### src/rtl/i2s_sample_tx_pkg.sv
// Shared audio constants and types for the player, codec and I2S transmit blocks.
package i2s_sample_tx_pkg;

    localparam int SAMPLE_WIDTH   = 16;
    localparam int BITS_PER_FRAME = 32;
    localparam int BIT_IDX_W      = $clog2(BITS_PER_FRAME);

    typedef logic [SAMPLE_WIDTH-1:0] sample_t;

    typedef enum logic [1:0] {
        ST_IDLE  = 2'd0,
        ST_RUN   = 2'd1,
        ST_DRAIN = 2'd2
    } tx_state_e;

endpackage

### src/rtl/i2s_sample_tx_if.sv
// Sample-source handshake plus I2S serial outputs of the transmitter.
interface i2s_sample_tx_if;
    import i2s_sample_tx_pkg::*;

    logic    enable;
    sample_t sample_in;
    logic    sample_valid;
    logic    new_frame;
    logic    underrun;
    logic    bclk;
    logic    lrclk;
    logic    sdata;

    modport master (
        output enable, sample_in, sample_valid,
        input  new_frame, underrun, bclk, lrclk, sdata
    );

    modport slave (
        input  enable, sample_in, sample_valid,
        output new_frame, underrun, bclk, lrclk, sdata
    );

endinterface

### src/rtl/i2s_sample_tx_bclk_divider.sv
// Bit-clock divider: BCLK_DIV clk cycles per bclk half-period, held at zero while not running.
module bclk_divider #(
    parameter int BCLK_DIV = 8
) (
    input  logic clk,
    input  logic reset,
    input  logic run_i,
    output logic bclk_o,
    output logic fall_o
);
    localparam int DW = $clog2(BCLK_DIV);
    localparam logic [DW-1:0] DIV_TC = DW'(BCLK_DIV - 1);

    logic [DW-1:0] div_q, div_d;
    logic          bclk_q, bclk_d;
    logic          toggle;

    always_comb begin
        toggle = run_i && (div_q == DIV_TC);
        fall_o = toggle && bclk_q;
        div_d  = '0;
        bclk_d = 1'b0;
        if (run_i) begin
            div_d  = toggle ? '0 : div_q + DW'(1);
            bclk_d = bclk_q ^ toggle;
        end
    end

    always_ff @(posedge clk) begin
        if (reset) begin
            div_q  <= '0;
            bclk_q <= 1'b0;
        end else begin
            div_q  <= div_d;
            bclk_q <= bclk_d;
        end
    end

    assign bclk_o = bclk_q;

endmodule

### src/rtl/i2s_sample_tx.sv
// Mono-duplicating I2S transmitter, left-justified 2x16-bit frames.
// state    | meaning
// ST_IDLE  | outputs low, counters held at 0, waits for enable
// ST_RUN   | sending frames back to back while enable is high
// ST_DRAIN | enable dropped mid-frame; finish this frame, start no new one
module i2s_sample_tx
    import i2s_sample_tx_pkg::*;
#(
    parameter int BCLK_DIV = 8
) (
    input  logic           clk,
    input  logic           reset,
    i2s_sample_tx_if.slave tx
);
    tx_state_e            state_q;
    logic [BIT_IDX_W-1:0] bit_q, bit_d;
    sample_t              hold_q, word_q;
    logic                 fresh_q, started_q;
    logic                 new_frame_q, underrun_q, lrclk_q, sdata_q;
    logic                 run, bclk, fall, frame_end, start;

    bclk_divider #(.BCLK_DIV(BCLK_DIV)) u_div (
        .clk    (clk),
        .reset  (reset),
        .run_i  (run),
        .bclk_o (bclk),
        .fall_o (fall)
    );

    always_comb begin
        run       = (state_q != ST_IDLE);
        bit_d     = bit_q + BIT_IDX_W'(1);
        frame_end = fall && (bit_q == BIT_IDX_W'(BITS_PER_FRAME - 1));
        start     = tx.enable && ((state_q == ST_IDLE) || (state_q == ST_RUN && frame_end));
    end

    always_ff @(posedge clk) begin
        if (reset) begin
            state_q     <= ST_IDLE;
            bit_q       <= '0;
            hold_q      <= '0;
            word_q      <= '0;
            fresh_q     <= 1'b0;
            started_q   <= 1'b0;
            new_frame_q <= 1'b0;
            underrun_q  <= 1'b0;
            lrclk_q     <= 1'b0;
            sdata_q     <= 1'b0;
        end else begin
            new_frame_q <= 1'b0;
            underrun_q  <= 1'b0;

            // A sample landing on a frame start counts as fresh for the next frame.
            if (tx.sample_valid) begin
                hold_q  <= tx.sample_in;
                fresh_q <= 1'b1;
            end else if (start) begin
                fresh_q <= 1'b0;
            end

            if (start) begin
                state_q     <= ST_RUN;
                new_frame_q <= 1'b1;
                underrun_q  <= started_q && !fresh_q;
                started_q   <= 1'b1;
                word_q      <= hold_q;
                bit_q       <= '0;
                lrclk_q     <= 1'b0;
                sdata_q     <= hold_q[SAMPLE_WIDTH-1];
            end else begin
                case (state_q)
                    ST_IDLE: ;
                    ST_RUN: begin
                        if (frame_end)       state_q <= ST_IDLE;
                        else if (!tx.enable) state_q <= ST_DRAIN;
                    end
                    ST_DRAIN: begin
                        if (frame_end) state_q <= ST_IDLE;
                    end
                    default: state_q <= ST_IDLE;
                endcase

                if (frame_end) begin
                    bit_q   <= '0;
                    lrclk_q <= 1'b0;
                    sdata_q <= 1'b0;
                end else if (fall) begin
                    bit_q   <= bit_d;
                    lrclk_q <= bit_d[BIT_IDX_W-1];
                    sdata_q <= word_q[~bit_d[BIT_IDX_W-2:0]];
                end
            end
        end
    end

    assign tx.new_frame = new_frame_q;
    assign tx.underrun  = underrun_q;
    assign tx.bclk      = bclk;
    assign tx.lrclk     = lrclk_q;
    assign tx.sdata     = sdata_q;

endmodule
### src/flat_wrapper.sv
// flat-port wrapper written by rule: the top's interface ports become plain ports
module i2s_sample_tx_flat import i2s_sample_tx_pkg::*;
#(
    parameter int BCLK_DIV = 8
)
  (clk, reset, tx_enable, tx_sample_in, tx_sample_valid, tx_new_frame, tx_underrun, tx_bclk, tx_lrclk, tx_sdata);
  i2s_sample_tx_if tx_i ();
  input  logic clk;
  input  logic reset;
  input wire logic [$bits(tx_i.enable)-1:0] tx_enable;
  input wire logic [$bits(tx_i.sample_in)-1:0] tx_sample_in;
  input wire logic [$bits(tx_i.sample_valid)-1:0] tx_sample_valid;
  output wire logic [$bits(tx_i.new_frame)-1:0] tx_new_frame;
  output wire logic [$bits(tx_i.underrun)-1:0] tx_underrun;
  output wire logic [$bits(tx_i.bclk)-1:0] tx_bclk;
  output wire logic [$bits(tx_i.lrclk)-1:0] tx_lrclk;
  output wire logic [$bits(tx_i.sdata)-1:0] tx_sdata;
  assign tx_i.enable = tx_enable;
  assign tx_i.sample_in = tx_sample_in;
  assign tx_i.sample_valid = tx_sample_valid;
  assign tx_new_frame = tx_i.new_frame;
  assign tx_underrun = tx_i.underrun;
  assign tx_bclk = tx_i.bclk;
  assign tx_lrclk = tx_i.lrclk;
  assign tx_sdata = tx_i.sdata;
  i2s_sample_tx #(.BCLK_DIV(BCLK_DIV)) u_core (.clk(clk), .reset(reset), .tx(tx_i));
endmodule
### config.mk
export PLATFORM = sky130hd
export DESIGN_NAME = i2s_sample_tx_flat
export DESIGN_NICKNAME = d
export VERILOG_FILES = /design/src/rtl/i2s_sample_tx_pkg.sv /design/src/rtl/i2s_sample_tx_if.sv /design/src/rtl/i2s_sample_tx_bclk_divider.sv /design/src/rtl/i2s_sample_tx.sv /design/src/flat_wrapper.sv
export SDC_FILE = /design/constraint.sdc
export NUM_CORES = 1
export LEC_CHECK = 0
export CORE_MARGIN = 3
export CORE_UTILIZATION = 58
export DETAILED_ROUTE_END_ITERATION = 16
export GPL_ROUTABILITY_DRIVEN = 0
export PLACE_DENSITY = 0.84
export SYNTH_ARGS = -nofsm -noshare
export SYNTH_HDL_FRONTEND = slang
export SYNTH_SLANG_ARGS = --single-unit
### constraint.sdc
create_clock -name clk -period 3.3 [get_ports clk]
set_input_delay 0.33 -clock clk [delete_from_list [all_inputs] [get_ports clk]]
set_output_delay 0.33 -clock clk [all_outputs]
set_load 0.02 [all_outputs]
==> results of run 1 <==
## metrics by stage
| step | utilization [%] | setup slack (ns) |
|---|---|---|
| finish | 72.5 | 0.835 |
| global route | 72.5 | 0.574 |
| CTS | 72.5 | 0.827 |
| detailed placement | 69.6 | 0.848 |
| global placement | 69.6 | 1.01 |
| floorplan | - | 1.47 |
## area by class of cell
class | instances | area (sq um)
well taps | 44 | 55.1
flip-flops and latches | 48 | 961
clock inverters | 2 | 38.8
fillers | 219 | 860
repair buffers | 25 | 248
multi-input cells | 139 | 915
clock buffers | 6 | 51.3
## flip-flops by register name, indices dropped and copies added, names as in the netlist
register             flops
u_core.bit_q             5
u_core.fresh_q           1
u_core.hold_q           16
u_core.started_q         1
u_core.state_q           2
u_core.tx.new_frame      1
u_core.tx.sdata          1
u_core.tx.underrun       1
u_core.u_div.bclk_o      1
u_core.u_div.div_q       3
u_core.word_q           16
## power by group
part | internal [W] | switching, W | leakage [nW]
clock network | 0.000182 | 0.000180 | 0.0484
registers | 0.000603 | 0.0000131 | 0.392
logic | 0.0000470 | 0.0000469 | 0.446
## kinds of logic after synthesis
group	Yosys count
buffers and inverters	13
AO/OA/AOI/OAI	27
AND/OR/NAND/NOR	80
multiplexers	25
flip-flops	48
XOR/XNOR	2
adder cells (fa/ha/maj)	5
## routing by layer
| layer | vias up | GRT usage [%] |
|---|---|---|
| met5 | - | 0 |
| met4 | 0 | 7.01 |
| met3 | 7 | 4.39 |
| met2 | 31 | 30.1 |
| met1 | 634 | 19.4 |
| li1 | 724 | - |
## layout by cell type (no fill, tap or decap)
cell type | Yosys | layout
nor2_1 | 25 | 25
nor4_1 | 1 | 1
clkbuf_4 | 0 | 5
clkinv_4 | 0 | 1
xor2_1 | 1 | 1
o221ai_2 | 1 | 1
clkbuf_8 | 0 | 1
dfxtp_1 | 48 | 48
and3_1 | 1 | 1
a211oi_1 | 1 | 1
a21oi_1 | 21 | 21
nor3b_1 | 3 | 3
mux2_2 | 1 | 1
xnor2_1 | 1 | 1
nor2b_1 | 1 | 1
nor4bb_1 | 1 | 1
and2_1 | 2 | 2
bufinv_16 | 0 | 1
clkdlybuf4s50_1 | 0 | 24
o21ai_0 | 2 | 2
nand2b_1 | 6 | 6
a21oi_2 | 1 | 1
nor3_1 | 1 | 1
nand3_1 | 1 | 1
mux2i_1 | 20 | 20
nor4b_1 | 1 | 1
a21o_1 | 1 | 1
nand2_1 | 34 | 34
buf_4 | 0 | 1
ha_1 | 5 | 5
nand3b_1 | 3 | 3
mux4_1 | 4 | 4
## worst max path at each step
stage	slack (ns)	from	cells past startpoint	end
final	0.84	u_core.u_div.div_q[0]$_SDFF_PP0_	8	u_core.tx.sdata$_SDFFE_PP0P_
after global routing	0.57	u_core.bit_q[0]$_SDFFE_PP0P_	7	u_core.word_q[6]$_SDFFE_PP0P_
after CTS	0.83	u_core.u_div.div_q[0]$_SDFF_PP0_	8	u_core.tx.sdata$_SDFFE_PP0P_
after detailed placement	0.85	u_core.u_div.div_q[0]$_SDFF_PP0_	8	u_core.tx.sdata$_SDFFE_PP0P_
after global placement	1.01	u_core.u_div.div_q[0]$_SDFF_PP0_	8	u_core.tx.sdata$_SDFFE_PP0P_
after floorplan	1.47	u_core.bit_q[0]$_SDFFE_PP0P_	9	u_core.fresh_q$_SDFFE_PP0P_
==> flow_summary.json, run 1 <==
{
  "status": "complete, no violations",
  "syn_area_sq_um": 1940,
  "fin_tns_setup_ns": 0,
  "drive_gt1_share_pct": 5.45,
  "crit_top_cell": "ha_1",
  "end_kind": "flop",
  "critPathSlowestCell": "a21o_1",
  "synthMuxAreaShare_pct": 16.3,
  "cts_buffers": 5,
  "synth_flop_cell": "dfxtp_1",
  "synth_cells": 200,
  "drc": 0,
  "nets": 244,
  "cellPowerDensity_nw_per_um2": 473,
  "drtIter0Drc": 67,
  "ioPinCount": 25,
  "totalWireLength_um": 3380,
  "postCtsHoldBufs": 0,
  "skew_ns": 0.00652,
  "drv_slew": 0,
  "wl_met2_um": 1680,
  "synth.area.top_cells": "dfxtp_1 50%, mux2i_1 10%, nand2_1 6.6%",
  "yosysSeqAreaShare_pct": 49.6,
  "synth-simple-area-share_pct": 18.8,
  "synth.most_common_cell": "dfxtp_1",
  "hold_path_depth": 1,
  "wl_met3_um": 137,
  "rr_worst_depth": 8,
  "htree_levels": 2,
  "rows": 20,
  "top_layer_used": "met4",
  "criticalPathCategory": "flop to flop",
  "chipHeight_um": 63.8,
  "num_vias": 1396,
  "p_leak_nw": 0.887,
  "worst_pin_slew_ns": 0.946,
  "crit_chain": "ha_1 > ha_1 > nor2b_1 > ha_1 > nand2_1 > a21o_1 > nand2b_1 > o221ai_2",
  "clk_path_buf_depth": 2,
  "viasPerCell": 5.29,
  "finalInstanceArea_sq_um": 2270,
  "cts_resized": 0,
  "synth_top_family_by_area": "simple AND/OR/NAND/NOR gates",
  "wl_met1_um": 1520,
  "r2r_start": "u_core.u_div.div_q[0]$_SDFF_PP0_",
  "hold_ws_ns": 0.439,
  "grt_pass1_wl_um": 5510,
  "slew_headroom_pct": 36.8,
  "synth.distinct_cells": 30,
  "setup_viol": 0,
  "ir_drop_v": 0.000335,
  "finalNonFillerCells": 264,
  "fin_crit_sh_pct": 74.7,
  "post_cts_buffers": 0,
  "hold_viol": 0,
  "grt_max_degree": 29,
  "die_area_sq_um": 4070,
  "drv_cap": 0,
  "required_ns": 3.59,
  "synth_top_area_share_pct": 49.6,
  "critical_path.startpoint_type": "flop",
  "clk_pin_slew_ns": 0.13,
  "clk_latency_ns": 0.35,
  "dpl_cell_area_sq_um": 2180,
  "root_buffer": "clkbuf_4",
  "die_w_um": 63.8,
  "hold_end": "u_core.tx.underrun$_SDFF_PP0_",
  "io_buffers": 24,
  "crit_buf_inv": 0,
  "synth_async_sr_flop_share_pct": 0,
  "avgRoutedWirePerCell_um": 12.8,
  "max_freq_ghz": 0.406,
  "area_growth_pct": 17.0,
  "hold_path_class": "flop to flop",
  "critPathTopFamily": "compound AO/OA/AOI/OAI gates",
  "synth-edff-count": 0,
  "synth_xor_area_share_pct": 0.904,
  "p_total_w": 0.00107,
  "r2r_slack_ns": 0.84,
  "place_hpwl_um": 2410,
  "dr.pass1.iters": 4,
  "antenna_cells": 0,
  "r2r_end": "u_core.tx.sdata$_SDFFE_PP0P_",
  "slowest_delay_ns": 0.49,
  "rsz0062_at_grt": "false",
  "grt_overflow": 0,
  "ys_warn_count": 0,
  "avgSynthCellArea_sq_um": 9.69,
  "crit_arrival_ns": 2.75,
  "grt_pass1_vias": 1327,
  "dpl.cell_count": 256,
  "syn_nets": 225,
  "grt_use_total_pct": 17.1,
  "clock-sinks": 48,
  "synth_seq_cells": 48,
  "coreArea_sq_um": 3130,
  "crit_path_max_fanout": 19,
  "ant_nets": 0,
  "min-delay-start": "u_core.fresh_q$_SDFFE_PP0P_",
  "synth_area_leader_cell": "dfxtp_1",
  "synth_fa_ha_area_share_pct": 3.23,
  "cts_tree": "done",
  "initial_utilization_pct": 62.0,
  "antenna_found_initial": 0,
  "min_period_ns": 2.46,
  "synth.top_cells.by_count": "48 x dfxtp_1, 34 x nand2_1, 25 x nor2_1, 21 x a21oi_1, 20 x mux2i_1",
  "synth_compound_area_share_pct": 7.94
}
(Power assumes the default switching activity.)
==> run 2, diff against run 1 <==
--- a/config.mk
+++ b/config.mk
@@ -6,10 +6,10 @@
 export NUM_CORES = 1
 export LEC_CHECK = 0
 export CORE_MARGIN = 3
-export CORE_UTILIZATION = 58
+export CORE_UTILIZATION = 48
 export DETAILED_ROUTE_END_ITERATION = 16
 export GPL_ROUTABILITY_DRIVEN = 0
-export PLACE_DENSITY = 0.84
+export PLACE_DENSITY = 0.75
 export SYNTH_ARGS = -nofsm -noshare
 export SYNTH_HDL_FRONTEND = slang
 export SYNTH_SLANG_ARGS = --single-unit
==> constraint.sdc (replaced) <==
create_clock -name clk -period 2.2 [get_ports clk]
set_input_delay 0.22 -clock clk [delete_from_list [all_inputs] [get_ports clk]]
set_output_delay 0.22 -clock clk [all_outputs]
set_load 0.02 [all_outputs]
==> run 2 against run 1 <==
Via count up 0.50%. Sequential cell count did not move. Clock skew shrank 0.0031 ns. Hold slack worse by 0.0059 ns. Sequential share of layout area is 1.3 points lower. Utilization decreased by 10 points. Fmax increased by 31%. Non-clock buffer count rose by 6. Register-to-register slack got worse by 0.51 ns. Global-route usage down 1.9 points. Critical path type unchanged. Largest cell class unchanged.
==> flow_summary.json, run 2 (same netlist as run 1, synthesis figures left out) <==
{
  "ant_nets": 0,
  "setup_viol": 0,
  "skew_ns": 0.00345,
  "criticalPathCategory": "flop to flop",
  "hold_viol": 0,
  "fin_tns_setup_ns": 0,
  "totalWireLength_um": 3340,
  "mostFrequentLayoutCell": "dfxtp_1",
  "root_buffer": "clkbuf_8",
  "antenna_cells": 0,
  "p_total_w": 0.00170,
  "io_buffers": 24,
  "crit_path_max_fanout": 18,
  "rsz0062_at_grt": "false",
  "avgRoutedWirePerCell_um": 12.2,
  "drc": 0,
  "grt_max_degree": 35,
  "max_freq_ghz": 0.533,
  "cts_tree": "done",
  "status": "complete, no violations",
  "cts_buffers": 5,
  "coreArea_sq_um": 3770,
  "grt_use_total_pct": 15.1,
  "die_w_um": 69.5,
  "dr.pass1.iters": 4,
  "slowest_delay_ns": 0.35,
  "slew_headroom_pct": 77.6,
  "final_cell_mix": "48 x dfxtp_1, 34 x nand2_1, 25 x nor2_1",
  "setup_slack_ns": 0.324,
  "num_vias": 1403,
  "rr_worst_depth": 8,
  "top_regs": "u_core.hold_q (16), u_core.word_q (16), u_core.bit_q (5)",
  "place_hpwl_um": 2290,
  "viasPerCell": 5.12,
  "clock-sinks": 48,
  "ir_drop_v": 0.000651,
  "post_cts_buffers": 0,
  "finalNonFillerCells": 274,
  "drive_gt1_share_pct": 7.96,
  "crit_arrival_ns": 2.09,
  "cellPowerDensity_nw_per_um2": 727,
  "crit_top_cell": "ha_1",
  "area_growth_pct": 20.7,
  "cts_resized": 0,
  "fin_crit_sh_pct": 85.3,
  "rows": 22,
  "chipHeight_um": 69.5,
  "die_area_sq_um": 4840,
  "end_kind": "flop",
  "crit_chain": "ha_1 > ha_1 > nor2b_1 > ha_1 > nand2_1 > a21o_1 > buf_4 > nor4b_1",
  "critPathSlowestCell": "dfxtp_1",
  "drv_cap": 0,
  "hold_path_depth": 1,
  "initial_utilization_pct": 51.4,
  "hold_path_class": "flop to flop",
  "grt_overflow": 0,
  "critical_path.startpoint_type": "flop",
  "dpl.cell_count": 266,
  "nets": 250,
  "antenna_found_initial": 0,
  "clk_latency_ns": 0.31,
  "fin_util_pct": 62.0,
  "required_ns": 2.41,
  "p_leak_nw": 0.923,
  "dp_slack_ns": 0.339,
  "clk_path_buf_depth": 2,
  "grt_pass1_wl_um": 5900,
  "min_period_ns": 1.88,
  "worst_pin_slew_ns": 0.334,
  "drv_slew": 0,
  "htree_levels": 2,
  "clk_pin_slew_ns": 0.09,
  "postCtsHoldBufs": 0,
  "drtIter0Drc": 77,
  "ioPinCount": 25,
  "grt_pass1_vias": 1352
}
-- run 2: changes by cell type in the layout (fill, tap and decap cells not counted), sizes merged --
cell / previous run / this run
clkbuf: 6 / 5
clkinvlp: 0 / 1
buf: 1 / 7
-- run 2: path summary, 6_finish.rpt --
check,from,to,slack [ns]
worst max-delay path,u_core.u_div.div_q[0]$_SDFF_PP0_,u_core.tx.underrun$_SDFF_PP0_,0.32
worst max register to register,u_core.u_div.div_q[0]$_SDFF_PP0_,u_core.tx.underrun$_SDFF_PP0_,0.32
worst min-delay path,u_core.fresh_q$_SDFFE_PP0P_,u_core.tx.underrun$_SDFF_PP0_,0.43
worst min register to register,u_core.fresh_q$_SDFFE_PP0P_,u_core.tx.underrun$_SDFF_PP0_,0.43
-- run 2: routing by layer --
layer	GRT usage, %	up-vias	routed length, um
met1	19.6	643	1700
met3	3.48	7	137
li1	-	735	-
met5	0	-	0
met2	22.8	18	1440
met4	9.11	0	68
-- run 2: critical path: cells and delay by family (launching register included) --
| family | cells | cell delay, ns |
|---|---|---|
| adder cells (fa/ha/maj) | 3 | 0.50 |
| AND/OR/NAND/NOR | 3 | 0.52 |
| flip-flops | 1 | 0.35 |
| AO/OA/AOI/OAI | 1 | 0.22 |
| buffers and inverters | 1 | 0.19 |
-- run 2: final cells by class --
cell class	instances	area, sq um
sequential	48	961
clock buffer	5	68.8
clock inverter	3	42.5
multi-input combinational	139	915
timing repair buffer	31	293
tap	48	60.1
fill	334	1430
-- run 2: power breakdown --
group / internal (W) / switching [W] / leakage [nW]
sequential: 0.000904 / 0.0000191 / 0.392
clock: 0.000336 / 0.000297 / 0.0541
combinational: 0.0000746 / 0.0000701 / 0.477
total: 0.00131 / 0.000386 / 0.923
-- run 2: per-stage QoR --
stage          instance area [sq um]  hold WS, ns
2_1_floorplan                   1940        0.367
3_3_place_gp                    2230        0.409
3_5_place_dp                    2230        0.415
4_1_cts                         2340        0.429
5_1_grt                         2340        0.468
6_report                        2340        0.433
==> run 3, diff against run 2 <==
--- a/config.mk
+++ b/config.mk
@@ -6,10 +6,11 @@
 export NUM_CORES = 1
 export LEC_CHECK = 0
 export CORE_MARGIN = 3
-export CORE_UTILIZATION = 48
+export CORE_UTILIZATION = 51
+export CTS_BUF_LIST = sky130_fd_sc_hd__clkbuf_4 sky130_fd_sc_hd__clkbuf_8
 export DETAILED_ROUTE_END_ITERATION = 16
 export GPL_ROUTABILITY_DRIVEN = 0
-export PLACE_DENSITY = 0.75
+export PLACE_DENSITY = 0.78
 export SYNTH_ARGS = -nofsm -noshare
 export SYNTH_HDL_FRONTEND = slang
 export SYNTH_SLANG_ARGS = --single-unit
==> run 3 against run 2 <==
Worst setup slack worse by 0.17 ns. Design area is 0.32% lower. Clock skew is 0.00071 ns lower. Largest power group unchanged. Sequential share of layout area is 0.13 points higher.
==> flow_summary.json, run 3 (same netlist as run 1, synthesis figures left out) <==
{
  "status": "complete, no violations",
  "grt_max_degree": 20,
  "root_buffer": "clkbuf_8",
  "totalWireLength_um": 3480,
  "clk_pin_slew_ns": 0.08,
  "viasPerCell": 5.19,
  "clock-sinks": 48,
  "fin_crit_sh_pct": 93.1,
  "ir_drop_v": 0.000481,
  "top_regs": "u_core.hold_q (16), u_core.word_q (16), u_core.bit_q (5)",
  "worst_pin_slew_ns": 0.431,
  "drv_cap": 0,
  "die_area_sq_um": 4580,
  "end_kind": "flop",
  "avgRoutedWirePerCell_um": 12.8,
  "p_leak_nw": 0.922,
  "cellPowerDensity_nw_per_um2": 688,
  "pwr-share-comb_pct": 9.1,
  "seq_area_sq_um": 961,
  "grt_pass1_vias": 1344,
  "critical_path.startpoint_type": "flop",
  "htree_levels": 2,
  "multi_input_area_sq_um": 928,
  "chipHeight_um": 67.6,
  "dr.pass1.iters": 4,
  "hold_viol": 0,
  "finalInstanceArea_sq_um": 2330,
  "antenna_cells": 0,
  "clk_latency_ns": 0.30,
  "ant_nets": 0,
  "crit_arrival_ns": 2.28,
  "required_ns": 2.44,
  "grt_use_total_pct": 17.5,
  "switching_share_pct": 23.3,
  "setup_slack_ns": 0.152,
  "criticalPathCategory": "flop to flop",
  "initial_utilization_pct": 55.5,
  "p_sw_w": 0.000374,
  "ioPinCount": 25,
  "fin_util_pct": 66.7,
  "postCtsHoldBufs": 0,
  "hold_path_class": "flop to flop",
  "min_period_ns": 2.05,
  "coreArea_sq_um": 3490,
  "die_w_um": 67.6,
  "mostFrequentLayoutCell": "dfxtp_1",
  "setup_viol": 0,
  "rows": 21,
  "nets": 250,
  "drc": 0,
  "antenna_found_initial": 0,
  "final_cell_mix": "48 x dfxtp_1, 34 x nand2_1, 25 x nor2_1",
  "cts_buffers": 5,
  "skew_ns": 0.00274,
  "clkPwrFrac_pct": 33.3,
  "dpl_cell_area_sq_um": 2230,
  "drv_slew": 0,
  "place_hpwl_um": 2530,
  "grt_pass1_wl_um": 5820,
  "drive_gt1_share_pct": 8.41,
  "slew_headroom_pct": 71.2,
  "crit_path_max_fanout": 11,
  "grt_overflow": 0,
  "cts_tree": "done",
  "drtIter0Drc": 52,
  "p_int_w": 0.00123,
  "io_buffers": 24,
  "clk_path_buf_depth": 2,
  "seqPwrFrac_pct": 57.6,
  "max_freq_ghz": 0.488,
  "area_growth_pct": 20.3,
  "fillers": 264,
  "num_vias": 1411,
  "dp_slack_ns": 0.154
}
run 3: cell types whose count changed in the layout (fill, tap and decap cells not counted):
cell | previous run | this run
nor4b_2 | 0 | 1
a21oi_4 | 0 | 1
a21oi_2 | 1 | 0
clkbuf_8 | 5 | 6
nor4b_1 | 1 | 0
clkinv_2 | 1 | 2
clkinvlp_4 | 1 | 0
bufinv_16 | 1 | 0
run 3: critical path, stage by stage (launching register included):
cell and delay [ns]:
dfxtp_1 0.32, ha_1 0.19, ha_1 0.20, nor2b_1 0.14, ha_1 0.20, nand2_1 0.17
a21o_1 0.30, buf_4 0.24, nand2_1 0.08, a21oi_1 0.14
run 3: repair_timing:
action / CTS / global route
setup endpoints to repair: 0 / 12
buffers inserted: 0 / 0
resized for setup: 0 / 2
run 3: power groups by stage:
stage / sequential [W] / clock, W / combinational (W)
floorplan: 0.000939 / 0 / 0.0000892
global placement: 0.000942 / 0 / 0.000138
detailed placement: 0.000944 / 0 / 0.000144
CTS: 0.000924 / 0.000549 / 0.000145
global route: 0.000929 / 0.000581 / 0.000160
finish: 0.000924 / 0.000534 / 0.000146
run 3: layer usage:
metal / global-route usage (%) / vias up / wire length, um
met5: 0 / - / 0
met4: 8.35 / 0 / 66
li1: - / 730 / -
met3: 5.99 / 6 / 167
met1: 19.0 / 644 / 1520
met2: 30.1 / 31 / 1730
run 3: cell type report:
type,count,share of cell area (%)
Sequential cell,48,41.2
Clock buffer,6,3.54
Clock inverter,2,0.429
Multi-Input combinational cell,139,39.8
Timing Repair Buffer,31,12.6
Tap cell,46,2.47
run 3: through the flow:
stage | power [W] | TNS (ns) | std cells | hold WS (ns)
after floorplan | 0.00103 | 0 | 200 | 0.367
after global placement | 0.00108 | 0 | 264 | 0.405
after detailed placement | 0.00109 | 0 | 264 | 0.421
after CTS | 0.00162 | 0 | 272 | 0.434
after global routing | 0.00167 | -0.0101 | 272 | 0.446
final | 0.00160 | 0 | 272 | 0.436
run 3: path summary, 6_finish.rpt:
kind,from,end,slack [ns],cells after the start
worst max register to register,u_core.u_div.div_q[0]$_SDFF_PP0_,u_core.word_q[0]$_SDFFE_PP0P_,0.15,9
worst min-delay path,u_core.u_div.div_q[0]$_SDFF_PP0_,u_core.u_div.div_q[0]$_SDFF_PP0_,0.44,1
worst min register to register,u_core.u_div.div_q[0]$_SDFF_PP0_,u_core.u_div.div_q[0]$_SDFF_PP0_,0.44,1
worst max-delay path,u_core.u_div.div_q[0]$_SDFF_PP0_,u_core.word_q[0]$_SDFFE_PP0P_,0.15,9
